<file path="config.mk">
export PLATFORM = sky130hd
export DESIGN_NAME = hook_trajectory_ctrl
export DESIGN_NICKNAME = d
export VERILOG_FILES = /design/src/rtl/hook_pkg.sv /design/src/rtl/hook_angle_rom.sv /design/src/rtl/hook_trajectory_ctrl.sv
export SDC_FILE = /design/constraint.sdc
export NUM_CORES = 1
export LEC_CHECK = 0
export CAP_MARGIN = 20
export CORE_MARGIN = 5
export CORE_UTILIZATION = 56
export CTS_BUF_LIST = sky130_fd_sc_hd__clkbuf_8
export CTS_CLUSTER_SIZE = 25
export DETAILED_ROUTE_END_ITERATION = 16
export MAX_ROUTING_LAYER = met4
export PLACE_DENSITY = 0.77
export SYNTH_ARGS = -nofsm -noshare
export SYNTH_HDL_FRONTEND = slang
export SYNTH_SLANG_ARGS = --single-unit
</file>
<file path="constraint.sdc">
create_clock -name clk -period 6.3 [get_ports clk]
set_clock_uncertainty 0.05 [all_clocks]
set_input_delay 1.89 -clock clk [delete_from_list [all_inputs] [get_ports clk]]
set_output_delay 1.89 -clock clk [all_outputs]
set_load 0.02 [all_outputs]
</file>
<file path="src/rtl/hook_pkg.sv">
// Shared types, constants and the retract-speed helper for the hook trajectory controller.
package hook_pkg;

    localparam int NUM_ANGLES = 51;
    localparam int IDX_W      = 6;
    localparam int POS_W      = 11;
    localparam logic [IDX_W-1:0] IDX_LAST = IDX_W'(NUM_ANGLES - 1);

    // Table entry 0 offset, used for the constant reset position
    localparam int OFF0_X = 32;
    localparam int OFF0_Y = 6;

    typedef enum logic [1:0] {
        SWING   = 2'd0,
        EXTEND  = 2'd1,
        RETRACT = 2'd2
    } hook_state_t;

    typedef enum logic {
        UP   = 1'b0,
        DOWN = 1'b1
    } dir_t;

    // Returns -sgn(v) * max(|v| >> w, floor), floor = 1 if floor_one else (v != 0)
    function automatic logic signed [POS_W-1:0] retract_speed(
        input logic signed [POS_W-1:0] v,
        input logic [1:0]              w,
        input logic                    floor_one
    );
        logic [POS_W-1:0] mag;
        logic [POS_W-1:0] s;
        mag = v[POS_W-1] ? -v : v;
        s   = mag >> w;
        if (s == '0 && (floor_one || mag != '0))
            s = POS_W'(1);
        return v[POS_W-1] ? signed'(s) : -signed'(s);
    endfunction

endpackage

</file>
<file path="src/rtl/hook_angle_rom.sv">
// Combinational angle table: index -> sprite offset and unit speed along that angle.
module hook_angle_rom
    import hook_pkg::*;
(
    input  logic [IDX_W-1:0]        idx_i,
    output logic signed [POS_W-1:0] off_x_o,
    output logic signed [POS_W-1:0] off_y_o,
    output logic signed [POS_W-1:0] sp_x_o,
    output logic signed [POS_W-1:0] sp_y_o
);

    localparam int HALF = (NUM_ANGLES - 1) / 2;

    localparam int OFF_X_T [26] = '{32, 31, 31, 30, 29, 29, 28, 27, 26, 25, 24, 22, 21,
                                    20, 18, 17, 15, 14, 12, 10,  9,  7,  5,  4,  2,  0};
    localparam int OFF_Y_T [26] = '{ 6,  8,  9, 11, 13, 14, 16, 17, 19, 20, 22, 23, 24,
                                    25, 26, 27, 28, 29, 30, 30, 31, 31, 32, 32, 32, 32};
    localparam int SP_X_T  [26] = '{10, 10, 10,  9,  9,  9,  9,  8,  8,  8,  7,  7,  7,
                                     6,  6,  5,  5,  4,  4,  3,  3,  2,  2,  1,  1,  0};
    localparam int SP_Y_T  [26] = '{ 2,  2,  3,  3,  4,  4,  5,  5,  6,  6,  7,  7,  8,
                                     8,  8,  9,  9,  9,  9,  9, 10, 10, 10, 10, 10, 10};

    logic [4:0]              m;
    logic                    mirror;
    logic signed [POS_W-1:0] ox;
    logic signed [POS_W-1:0] sx;

    // Angles are symmetric about 90 degrees: entry 50-i is entry i with X negated
    always_comb begin
        mirror = 1'b0;
        m      = 5'(idx_i);
        if (idx_i > IDX_LAST) begin
            mirror = 1'b1;
            m      = '0;
        end else if (idx_i > IDX_W'(HALF)) begin
            mirror = 1'b1;
            m      = 5'(IDX_LAST - idx_i);
        end
        ox      = POS_W'(OFF_X_T[m]);
        sx      = POS_W'(SP_X_T[m]);
        off_x_o = mirror ? -ox : ox;
        sp_x_o  = mirror ? -sx : sx;
        off_y_o = POS_W'(OFF_Y_T[m]);
        sp_y_o  = POS_W'(SP_Y_T[m]);
    end

endmodule

</file>
<file path="src/rtl/hook_trajectory_ctrl.sv">
// Hook sprite trajectory: ping-pong swing over the angle table, launch along the angle,
// retract on collision or screen-edge hit with weight-scaled return speed.
module hook_trajectory_ctrl
    import hook_pkg::*;
#(
    parameter int INITIAL_X  = 288,
    parameter int INITIAL_Y  = 64,
    parameter int SWING_DIV  = 5,
    parameter int EXTEND_MUL = 1,
    parameter int FRAME_W    = 640,
    parameter int FRAME_H    = 480,
    parameter int OBJ_W      = 64,
    parameter int OBJ_H      = 64
) (
    input  logic                    clk,
    input  logic                    resetN,
    input  logic                    startOfFrame,
    input  logic                    launch_Cable,
    input  logic                    collision,
    input  logic [1:0]              loadWeight,
    output logic signed [POS_W-1:0] topLeftX,
    output logic signed [POS_W-1:0] topLeftY,
    output logic [1:0]              hookState,
    output logic [IDX_W-1:0]        angleIndex,
    output logic                    grabPulse,
    output logic                    edgePulse,
    output logic                    returnPulse,
    output logic                    loadGrabbed
);

    localparam int CNT_W = (SWING_DIV > 1) ? $clog2(SWING_DIV) : 1;
    localparam logic [CNT_W-1:0]        CNT_LAST = CNT_W'(SWING_DIV - 1);
    localparam logic signed [POS_W-1:0] PIV_X    = POS_W'(INITIAL_X);
    localparam logic signed [POS_W-1:0] PIV_Y    = POS_W'(INITIAL_Y);
    localparam logic signed [POS_W-1:0] RST_X    = POS_W'(INITIAL_X + OFF0_X);
    localparam logic signed [POS_W-1:0] RST_Y    = POS_W'(INITIAL_Y + OFF0_Y);
    localparam logic signed [POS_W-1:0] X_MAX    = POS_W'(FRAME_W - OBJ_W);
    localparam logic signed [POS_W-1:0] Y_MAX    = POS_W'(FRAME_H - OBJ_H);
    localparam logic signed [POS_W-1:0] MUL      = POS_W'(EXTEND_MUL);

    hook_state_t             state_q, state_d;
    dir_t                    dir_q, dir_d, dir_step;
    logic [IDX_W-1:0]        idx_q, idx_d, idx_step;
    logic [CNT_W-1:0]        cnt_q, cnt_d;
    logic signed [POS_W-1:0] px_q, px_d, py_q, py_d;
    logic signed [POS_W-1:0] vx_q, vx_d, vy_q, vy_d;
    logic signed [POS_W-1:0] rx_q, rx_d, ry_q, ry_d;
    logic                    grab_q, grab_d, edge_hit_q, edge_hit_d, ret_q, ret_d;
    logic                    loaded_q, loaded_d;

    logic signed [POS_W-1:0] off_x_c, off_y_c, sp_x_c, sp_y_c;
    logic signed [POS_W-1:0] off_x_n, off_y_n, sp_x_n_unused, sp_y_n_unused;
    logic signed [POS_W-1:0] nx, ny, ry_next;
    logic                    out_of_frame;

    hook_angle_rom u_rom_cur (
        .idx_i  (idx_q),
        .off_x_o(off_x_c),
        .off_y_o(off_y_c),
        .sp_x_o (sp_x_c),
        .sp_y_o (sp_y_c)
    );

    hook_angle_rom u_rom_nxt (
        .idx_i  (idx_step),
        .off_x_o(off_x_n),
        .off_y_o(off_y_n),
        .sp_x_o (sp_x_n_unused),
        .sp_y_o (sp_y_n_unused)
    );

    always_comb begin
        idx_step = idx_q;
        dir_step = dir_q;
        if (dir_q == UP) begin
            if (idx_q >= IDX_LAST) begin
                idx_step = IDX_LAST - 1'b1;
                dir_step = DOWN;
            end else begin
                idx_step = idx_q + 1'b1;
            end
        end else begin
            if (idx_q == '0) begin
                idx_step = IDX_W'(1);
                dir_step = UP;
            end else begin
                idx_step = idx_q - 1'b1;
            end
        end
    end

    assign nx           = px_q + vx_q;
    assign ny           = py_q + vy_q;
    assign ry_next      = py_q + ry_q;
    assign out_of_frame = nx[POS_W-1] || (nx > X_MAX) || (ny > Y_MAX);

    always_comb begin
        state_d    = state_q;
        dir_d      = dir_q;
        idx_d      = idx_q;
        cnt_d      = cnt_q;
        px_d       = px_q;
        py_d       = py_q;
        vx_d       = vx_q;
        vy_d       = vy_q;
        rx_d       = rx_q;
        ry_d       = ry_q;
        loaded_d   = loaded_q;
        grab_d     = 1'b0;
        edge_hit_d = 1'b0;
        ret_d      = 1'b0;
        case (state_q)
            SWING: begin
                if (launch_Cable) begin
                    state_d  = EXTEND;
                    vx_d     = sp_x_c * MUL;
                    vy_d     = sp_y_c * MUL;
                    loaded_d = 1'b0;
                    cnt_d    = '0;
                end else if (startOfFrame) begin
                    if (cnt_q == CNT_LAST) begin
                        cnt_d = '0;
                        idx_d = idx_step;
                        dir_d = dir_step;
                        px_d  = PIV_X + off_x_n;
                        py_d  = PIV_Y + off_y_n;
                    end else begin
                        cnt_d = cnt_q + 1'b1;
                    end
                end
            end
            EXTEND: begin
                if (collision) begin
                    state_d  = RETRACT;
                    rx_d     = retract_speed(vx_q, loadWeight, 1'b0);
                    ry_d     = retract_speed(vy_q, loadWeight, 1'b1);
                    grab_d   = 1'b1;
                    loaded_d = 1'b1;
                end else if (startOfFrame) begin
                    if (out_of_frame) begin
                        state_d    = RETRACT;
                        rx_d       = retract_speed(vx_q, 2'd0, 1'b0);
                        ry_d       = retract_speed(vy_q, 2'd0, 1'b1);
                        edge_hit_d = 1'b1;
                    end else begin
                        px_d = nx;
                        py_d = ny;
                    end
                end
            end
            RETRACT: begin
                if (startOfFrame) begin
                    if (ry_next <= PIV_Y + off_y_c) begin
                        px_d    = PIV_X + off_x_c;
                        py_d    = PIV_Y + off_y_c;
                        state_d = SWING;
                        ret_d   = 1'b1;
                    end else begin
                        px_d = px_q + rx_q;
                        py_d = ry_next;
                    end
                end
            end
            default: state_d = SWING;
        endcase
    end

    always_ff @(posedge clk or negedge resetN) begin
        if (!resetN) begin
            state_q    <= SWING;
            dir_q      <= UP;
            idx_q      <= '0;
            cnt_q      <= '0;
            px_q       <= RST_X;
            py_q       <= RST_Y;
            vx_q       <= '0;
            vy_q       <= '0;
            rx_q       <= '0;
            ry_q       <= '0;
            grab_q     <= 1'b0;
            edge_hit_q <= 1'b0;
            ret_q      <= 1'b0;
            loaded_q   <= 1'b0;
        end else begin
            state_q    <= state_d;
            dir_q      <= dir_d;
            idx_q      <= idx_d;
            cnt_q      <= cnt_d;
            px_q       <= px_d;
            py_q       <= py_d;
            vx_q       <= vx_d;
            vy_q       <= vy_d;
            rx_q       <= rx_d;
            ry_q       <= ry_d;
            grab_q     <= grab_d;
            edge_hit_q <= edge_hit_d;
            ret_q      <= ret_d;
            loaded_q   <= loaded_d;
        end
    end

    assign topLeftX    = px_q;
    assign topLeftY    = py_q;
    assign hookState   = state_q;
    assign angleIndex  = idx_q;
    assign grabPulse   = grab_q;
    assign edgePulse   = edge_hit_q;
    assign returnPulse = ret_q;
    assign loadGrabbed = loaded_q;

endmodule

</file>
; ---- After elaboration in Yosys (flattened, before gate mapping)
; Memory sizes are Yosys's and may differ from the RTL's. A register that Yosys moved wholly into a read port is not among the register bits.
; Cells that the tools add are included.
[totals]
reg_bits = 71
n_memories = 6
elab_cells = 190
output_inout_bits = 34
rom_bits = 6144
[classes]
add_sub_neg = 22
mux = 95
magnitude_cmp = 10
reduce_logical = 24
shifts = 2
n_eq_ne = 15
bitwise = 3
[memory_table]
columns = memory, words, width, rd, rd_ports_with_merged_regs, wr, line
row1 = (no name shown), 32, 32, 1, 0, 0, hook_angle_rom.sv:43  ; off_y_o = POS_W'(OFF_Y_T[m]);
row2 = (no name shown), 32, 32, 1, 1, 0, hook_angle_rom.sv:44  ; sp_y_o = POS_W'(SP_Y_T[m]);
row3 = (no name shown), 32, 32, 1, 0, 0, hook_angle_rom.sv:39  ; ox = POS_W'(OFF_X_T[m]);
row4 = (no name shown), 32, 32, 1, 0, 0, hook_angle_rom.sv:43
row5 = (no name shown), 32, 32, 1, 0, 0, hook_angle_rom.sv:39
row6 = (no name shown), 32, 32, 1, 0, 0, hook_angle_rom.sv:40  ; sx = POS_W'(SP_X_T[m]);
[op_table]
columns = op, count
row1 = 2-to-1 mux 11 bit, 57
row2 = negator 11 bit, 9
row3 = case mux 11 bit (3 select lines), 2
row4 = adder 11 bit, 4
row5 = zero test 11 bit, 4
row6 = "adder 10 x 11 -> 11 bit, first input constant", 2
row7 = "adder 8 x 11 -> 11 bit, first input constant", 2
row8 = >> shifter 11 x 2 -> 11 bit, 2
row9 = 2-to-1 mux 5 bit, 4
row10 = "!= test 2 bit, second input constant", 10
row11 = "greater-or-equal comparator 6 bit, second input constant", 3
row12 = 2-to-1 mux 1 bit, 18
row13 = 2-to-1 mux 6 bit, 3
row14 = "> comparator 6 x 5 -> 1 bit, second input constant", 2
row15 = "> comparator 6 bit, second input constant", 2
row16 = 2-to-1 mux 2 bit, 6
row17 = inverter 5 -> 6 bit, 2
row18 = "> comparator 11 x 10 -> 1 bit, second input constant", 1
row19 = "> comparator 11 bit, second input constant", 1
row20 = <= comparator 11 bit, 1
row21 = nonzero test 11 bit, 1
row22 = "subtractor 5 bit, first input constant", 2
row23 = 2-to-1 mux 3 bit, 3
row24 = AND reduction 8 bit, 1
row25 = 21 further kinds, 29

; ---- Longest topological paths before layout
[logic_depth]
word_depth = 17
depth_mapped = 28
depth_no_buf = 27

; ---- Modules after synthesis
; A second synthesis with hierarchy kept.
[unflattened]
hier_cells = 1571
hier_area_um2 = 12585.8
[by_module_without_submodules]
columns = module, cells_each, seq_area_each_um2, instances, area_per_inst_um2
row1 = hook_trajectory_ctrl, 1126, 2058.2, 1, 9402.8
row2 = hook_angle_rom at u_rom_cur, 227, 0.0, 1, 1656.6
row3 = hook_angle_rom at u_rom_nxt, 218, 0.0, 1, 1526.5

; ---- Worst setup path after synthesis
; OpenSTA, ideal clock, no wires.
[synth_path]
kind = reg-to-reg
start = register idx_q[0] (netlist: angleIndex[0])
end = register px_q[9] (netlist: topLeftX[9])
path_slack_ps = 610
period_less_slack_ps = 5690
t_arrival_ps = 5549
required_time_ps = 6158
stages_incl_launch_ff = 28
n_path_buf = 1
path_cell_list = dfrtp_1 > buf_2 > inv_1 > ha_1 > nor4_2 > o21ba_2 > o21ai_0 > inv_1 > ha_1 > nor2_1 > a21oi_1 > o21a_1 > mux2i_1 > or2_2 > inv_1 > ha_1 > or3_1 > o211a_1 > o22ai_1 > a32oi_1 > a32o_1 > inv_1 > ha_1 > o2111ai_2 > and2_4 > ha_1 > o31a_1 > o31ai_2
[synth_via]
elab_chain_cells = 17
word_cells_on_any_way = 46
classes_between = add/sub (9) / order compare (6) / mux (25) / bitwise (2) / reduce/logical (1) / memory (3)
[synth_lines]
columns = item, line
row1 = "start, declared", hook_trajectory_ctrl.sv:43  ; logic [IDX_W-1:0] idx_q, idx_d, idx_step;
row2 = "start signal, assigned", hook_trajectory_ctrl.sv:187  ; idx_q <= idx_d;
row3 = "adder 6 x 1 -> 6 bit, or another cell as far along", hook_trajectory_ctrl.sv:80  ; idx_step = idx_q + 1'b1;
row4 = 2-to-1 mux 6 bit (on tied branches), "hook_trajectory_ctrl.sv:76, hook_trajectory_ctrl.sv:83"
row5 = 2-to-1 mux 6 bit (*), hook_trajectory_ctrl.sv:75  ; if (dir_q == UP) begin
row6 = via idx_step[0], hook_trajectory_ctrl.sv:43
row7 = subtractor 5 bit / > comparator 6 x 5 -> 1 bit (equally long branches), "hook_angle_rom.sv:37, hook_angle_rom.sv:35"
row8 = 2-to-1 mux 5 bit, hook_angle_rom.sv:35  ; end else if (idx_i > IDX_W'(HALF)) begin
row9 = 2-to-1 mux 5 bit, hook_angle_rom.sv:32  ; if (idx_i > IDX_LAST) begin
row10 = inverter 5 -> 6 bit (implied by the code), hook_angle_rom.sv:39
row11 = memory (32 x 32 bit), n/a
row12 = 2-to-1 mux 11 bit (implied by the code) (2 in a row), hook_angle_rom.sv:39
row13 = negator 11 bit, hook_angle_rom.sv:41  ; off_x_o = mirror ? -ox : ox;
row14 = 2-to-1 mux 11 bit (*), hook_angle_rom.sv:41
row15 = adder 10 x 11 -> 11 bit (*), hook_trajectory_ctrl.sv:125  ; px_d = PIV_X + off_x_n;
row16 = 2-to-1 mux 11 bit (*), hook_trajectory_ctrl.sv:121  ; if (cnt_q == CNT_LAST) begin
row17 = 2-to-1 mux 11 bit (*), hook_trajectory_ctrl.sv:120  ; end else if (startOfFrame) begin
row18 = 2-to-1 mux 11 bit (*), hook_trajectory_ctrl.sv:114  ; if (launch_Cable) begin
row19 = case mux 11 bit (3 select lines) (*), hook_trajectory_ctrl.sv:112  ; case (state_q)
row20 = "end signal, assigned", hook_trajectory_ctrl.sv:189  ; px_q <= px_d;
row21 = "end, declared", hook_trajectory_ctrl.sv:45  ; logic signed [POS_W-1:0] px_q, px_d, py_q, py_d;
; Mark *: on every way through the listed nets, which the timed path passes. The rest lies on a longest branch. The select of a mux whose other input is x is not followed.
; A chain may end at the register's enable or synchronous reset.

; ---- Worst setup path in the final report
[layout_path]
start = register idx_q[1] (netlist: angleIndex[1])
end = register px_q[9] (netlist: topLeftX[9])
[layout_via]
elab_chain_cells = 17
word_cells_on_any_way = 46
classes_between = add/sub (9) / order compare (6) / mux (25) / bitwise (2) / reduce/logical (1) / memory (3)
[layout_lines]
columns = item, line
row1 = greater-or-equal comparator 6 bit / zero test 6 bit (equally long branches), "hook_trajectory_ctrl.sv:76, hook_trajectory_ctrl.sv:83"
row2 = 2-to-1 mux 6 bit (on tied branches), "hook_trajectory_ctrl.sv:76, hook_trajectory_ctrl.sv:83"
row3 = 2-to-1 mux 6 bit (*), hook_trajectory_ctrl.sv:75
row4 = via idx_step[0], hook_trajectory_ctrl.sv:43
row5 = subtractor 5 bit / > comparator 6 x 5 -> 1 bit (equally long branches), "hook_angle_rom.sv:37, hook_angle_rom.sv:35"
row6 = 2-to-1 mux 5 bit, hook_angle_rom.sv:35
row7 = 2-to-1 mux 5 bit, hook_angle_rom.sv:32
row8 = inverter 5 -> 6 bit (implied by the code), hook_angle_rom.sv:39
row9 = memory (32 x 32 bit), n/a
row10 = 2-to-1 mux 11 bit (implied by the code) (2 in a row), hook_angle_rom.sv:39
row11 = negator 11 bit, hook_angle_rom.sv:41
row12 = 2-to-1 mux 11 bit (*), hook_angle_rom.sv:41
row13 = adder 10 x 11 -> 11 bit (*), hook_trajectory_ctrl.sv:125
row14 = 2-to-1 mux 11 bit (*), hook_trajectory_ctrl.sv:121
row15 = 2-to-1 mux 11 bit (*), hook_trajectory_ctrl.sv:120
row16 = 2-to-1 mux 11 bit (*), hook_trajectory_ctrl.sv:114
row17 = case mux 11 bit (3 select lines) (*), hook_trajectory_ctrl.sv:112
; Marks and branches as above.

==> results.toml <==
[cells_and_area]
final_cells = 1332
nets = 1243
antenna_cells = 0
multi_input_area_mm2 = 0.00637
area_growth_pct = 9.73
design_area_mm2 = 0.00932
nFillCells = 1368
drive_gt1_share_pct = 7.17
regArea_mm2 = 0.00168

[timing]
setup_ws_ns = 0.458
fin_crit_ns = 5.84
hold_viol_final = 0
grt_setup_unrepaired = "false"
slew_headroom_pct = 35.7
fmax_mhz = 171
setup_viol = 0
setup_tns_ns = 0
finalCritPeriodShare_pct = 92.7
worst_slew_pin_slew_ns = 0.964
slew_viol_final = 0

[logic_synthesis]
synth_top_area_share_pct = 18.3
ys_types = 86
synth_most_common_cell = "nand2_1"
netlist_area_mm2 = 0.00849
syn_nets = 1223
postSynthCellCount = 1119
yosysSeqAreaShare_pct = 19.8
synth_edf_count = 0
ys.flop_type = "dfrtp_1"
ys_top_cells_by_count = "nand2_1, nor2_1, o21ai_0"
yosysTopAreaCell = "dfrtp_1"
synth_top_cells_by_area = "dfrtp_1, ha_1, o21ai_0"
ys_seq_elements = 67
ys.warnings.count = 0
async_flop_share_pct = 100
syn_area_per_cell_um2 = 7.59

[floorplanning]
die_y_um = 133
core-area_mm2 = 0.0150
initial_core_util_pct = 56.5
die_x_um = 133
die_area_mm2 = 0.0177
io-pin-count = 41
rows = 45

[placement]
pre_cts_slack_ns = 0.373
dp.final_hpwl_mm = 18.7
io_buffers = 40
gp_congestion = 0.952
place_area_mm2 = 0.00910
placed_cells = 1316

[clock_tree]
holdBufCountCts = 0
clk_path_buf_depth = 2
clk_latency_ns = 0.39
cts_sinks = 67
cts_buffers = 9
root_buffer = "clkbuf_8"
htree_levels = 3
clk_pin_slew_ns = 0.08
cts_tree = "done"

[grt]
grt_remaining_overflow = 0
grt_antenna_before_repair = 0
grt_pass1_vias = 7930
grt_pass1_wl_mm = 40.6
grt_max_degree = 37
grt_usage_pct = 28.5

[power_and_ir_drop]
clockPowerShare_pct = 8.1
p_int_mw = 2.27
leakage_nw = 4.05
comb_power_share_pct = 74.6
sw_frac_of_total_pct = 53.7
switchingPower_mw = 2.63
powerDensity_mw_per_mm2 = 525
p_seq_share_pct = 17.3
irDropWorstVdd_uv = 232

[worst_setup_path]
arrival_ns = 6.09
cp_num_buf_inv = 3
slowest_stage = "dfrtp_2"
cpPeakStageDelay_ns = 0.50
crit_required_ns = 6.55
crit_path_frequent_cell = "ha_1"
cp-end-kind = "register"
critPathMaxFanout = 12
critical_path.startpoint_type = "register"
crit_family = "compound AO/OA/AOI/OAI gates"
crit_type = "register to register"

[routing]
wirelength_mm = 24.7
vias_per_cell = 6.49
drt_iter0_markers = 764
via_count = 8646
wire_per_inst_um = 18.6
first_pass_iters = 5
ant_nets = 0
drc = 0

[flow_run]
cap_violations = 0

[hold_path]
hp-class = "register to register"

[status]
run_status = "finished clean"
-- per-stage QoR --
| step | util [%] | hold slack, ns | power [mW] |
|---|---|---|---|
| after floorplan | - | 0.404 | 3.39 |
| after global placement | 60.5 | 0.421 | 4.35 |
| after detailed placement | 60.5 | 0.430 | 4.39 |
| after CTS | 61.9 | 0.450 | 4.81 |
| after global routing | 62.0 | 0.478 | 5.29 |
| final | 62.0 | 0.442 | 4.89 |
-- worst min-delay path, stage by stage, from the launching register on --
cell and delay, ns:
dfrtp_1 0.35, nand2_1 0.05, o21ai_0 0.06
-- sequential cells by signal, indices dropped and copies added, names as in the netlist, 2 cells and up --
name,flops
angleIndex,6
vy_q,4
topLeftY,11
ry_q,7
vx_q,7
cnt_q,3
hookState,2
topLeftX,11
rx_q,11
-- power by group through the flow --
stage | clock, mW | sequential (mW) | combinational, mW
floorplan | 0 | 0.850 | 2.54
global placement | 0 | 0.845 | 3.50
detailed placement | 0 | 0.851 | 3.54
CTS | 0.392 | 0.843 | 3.57
global route | 0.411 | 0.874 | 4.01
finish | 0.395 | 0.848 | 3.65
-- routing by layer --
| metal | track usage (%) | part of all wire (%) | vias to the layer above |
|---|---|---|---|
| met5 | - | 0 | - |
| met4 | 8.97 | 2.5 | 0 |
| met3 | 5.02 | 6.5 | 44 |
| met2 | 43.1 | 45 | 337 |
| met1 | 39.0 | 46 | 4092 |
| li1 | - | - | 4173 |
-- logic make-up after synthesis --
kind of cell,count (synthesis),share of synthesized area [%]
AOI/OAI and AO/OA,397,31.4
xor gates and xnor gates,61,6.29
adders and majority gates,97,14.6
buffers and inverters,115,5.41
DFF,67,19.8
muxes,22,2.70
and+or+nand+nor,360,19.7
-- placed cells by master (no fill, tap or decap), types with 8 or more instances in the layout --
| cell type | synthesis | routed |
|---|---|---|
| o21ai_0 | 97 | 97 |
| o31ai_1 | 15 | 15 |
| o22ai_1 | 9 | 9 |
| a211oi_1 | 21 | 21 |
| xor2_1 | 22 | 22 |
| o21bai_1 | 13 | 13 |
| nand2b_1 | 11 | 11 |
| o2111ai_1 | 8 | 8 |
| buf_4 | 1 | 31 |
| a31oi_1 | 17 | 17 |
| inv_1 | 49 | 49 |
| nor2b_1 | 9 | 9 |
| xnor2_1 | 39 | 39 |
| o21a_1 | 9 | 9 |
| ha_1 | 93 | 93 |
| and3_1 | 15 | 15 |
| nand2_1 | 120 | 120 |
| a21o_1 | 18 | 18 |
| clkbuf_8 | 0 | 10 |
| o211ai_1 | 15 | 15 |
| nor3_1 | 18 | 18 |
| mux2i_1 | 15 | 14 |
| clkdlybuf4s50_1 | 0 | 39 |
| nand3_1 | 30 | 30 |
| or3_1 | 9 | 9 |
| a21oi_1 | 80 | 79 |
| nor2_1 | 107 | 107 |
| dfrtp_1 | 62 | 61 |
-- layout make-up --
class	count	area share [%]
clock buffers	10	1.48
multi-input cells	937	68.4
repair buffers	71	6.74
clock inverters	6	0.685
well taps	188	2.52
flip-flops and latches	67	18.1
inverters	53	2.14
-- path summary, 6_finish.rpt --
kind | depth (start not counted) | slack (ns) | to | from
worst min-delay path | 2 | 0.44 | rx_q[7] | rx_q[7]
max in group asynchronous | 2 | 3.67 | angleIndex[1] | resetN
worst max register to register | 25 | 0.46 | topLeftX[9] | angleIndex[1]
worst max-delay path | 25 | 0.46 | topLeftX[9] | angleIndex[1]
min in group asynchronous | 1 | 1.53 | topLeftY[9] | resetN
worst min register to register | 2 | 0.44 | rx_q[7] | rx_q[7]
-- timing repair --
item / CTS / global route
gates resized for setup: 0 / 4
setup buffers: 0 / 0
hold endpoints to repair: 0 / 0
setup endpoints to repair: 0 / 3
(Power assumes the default switching activity.)
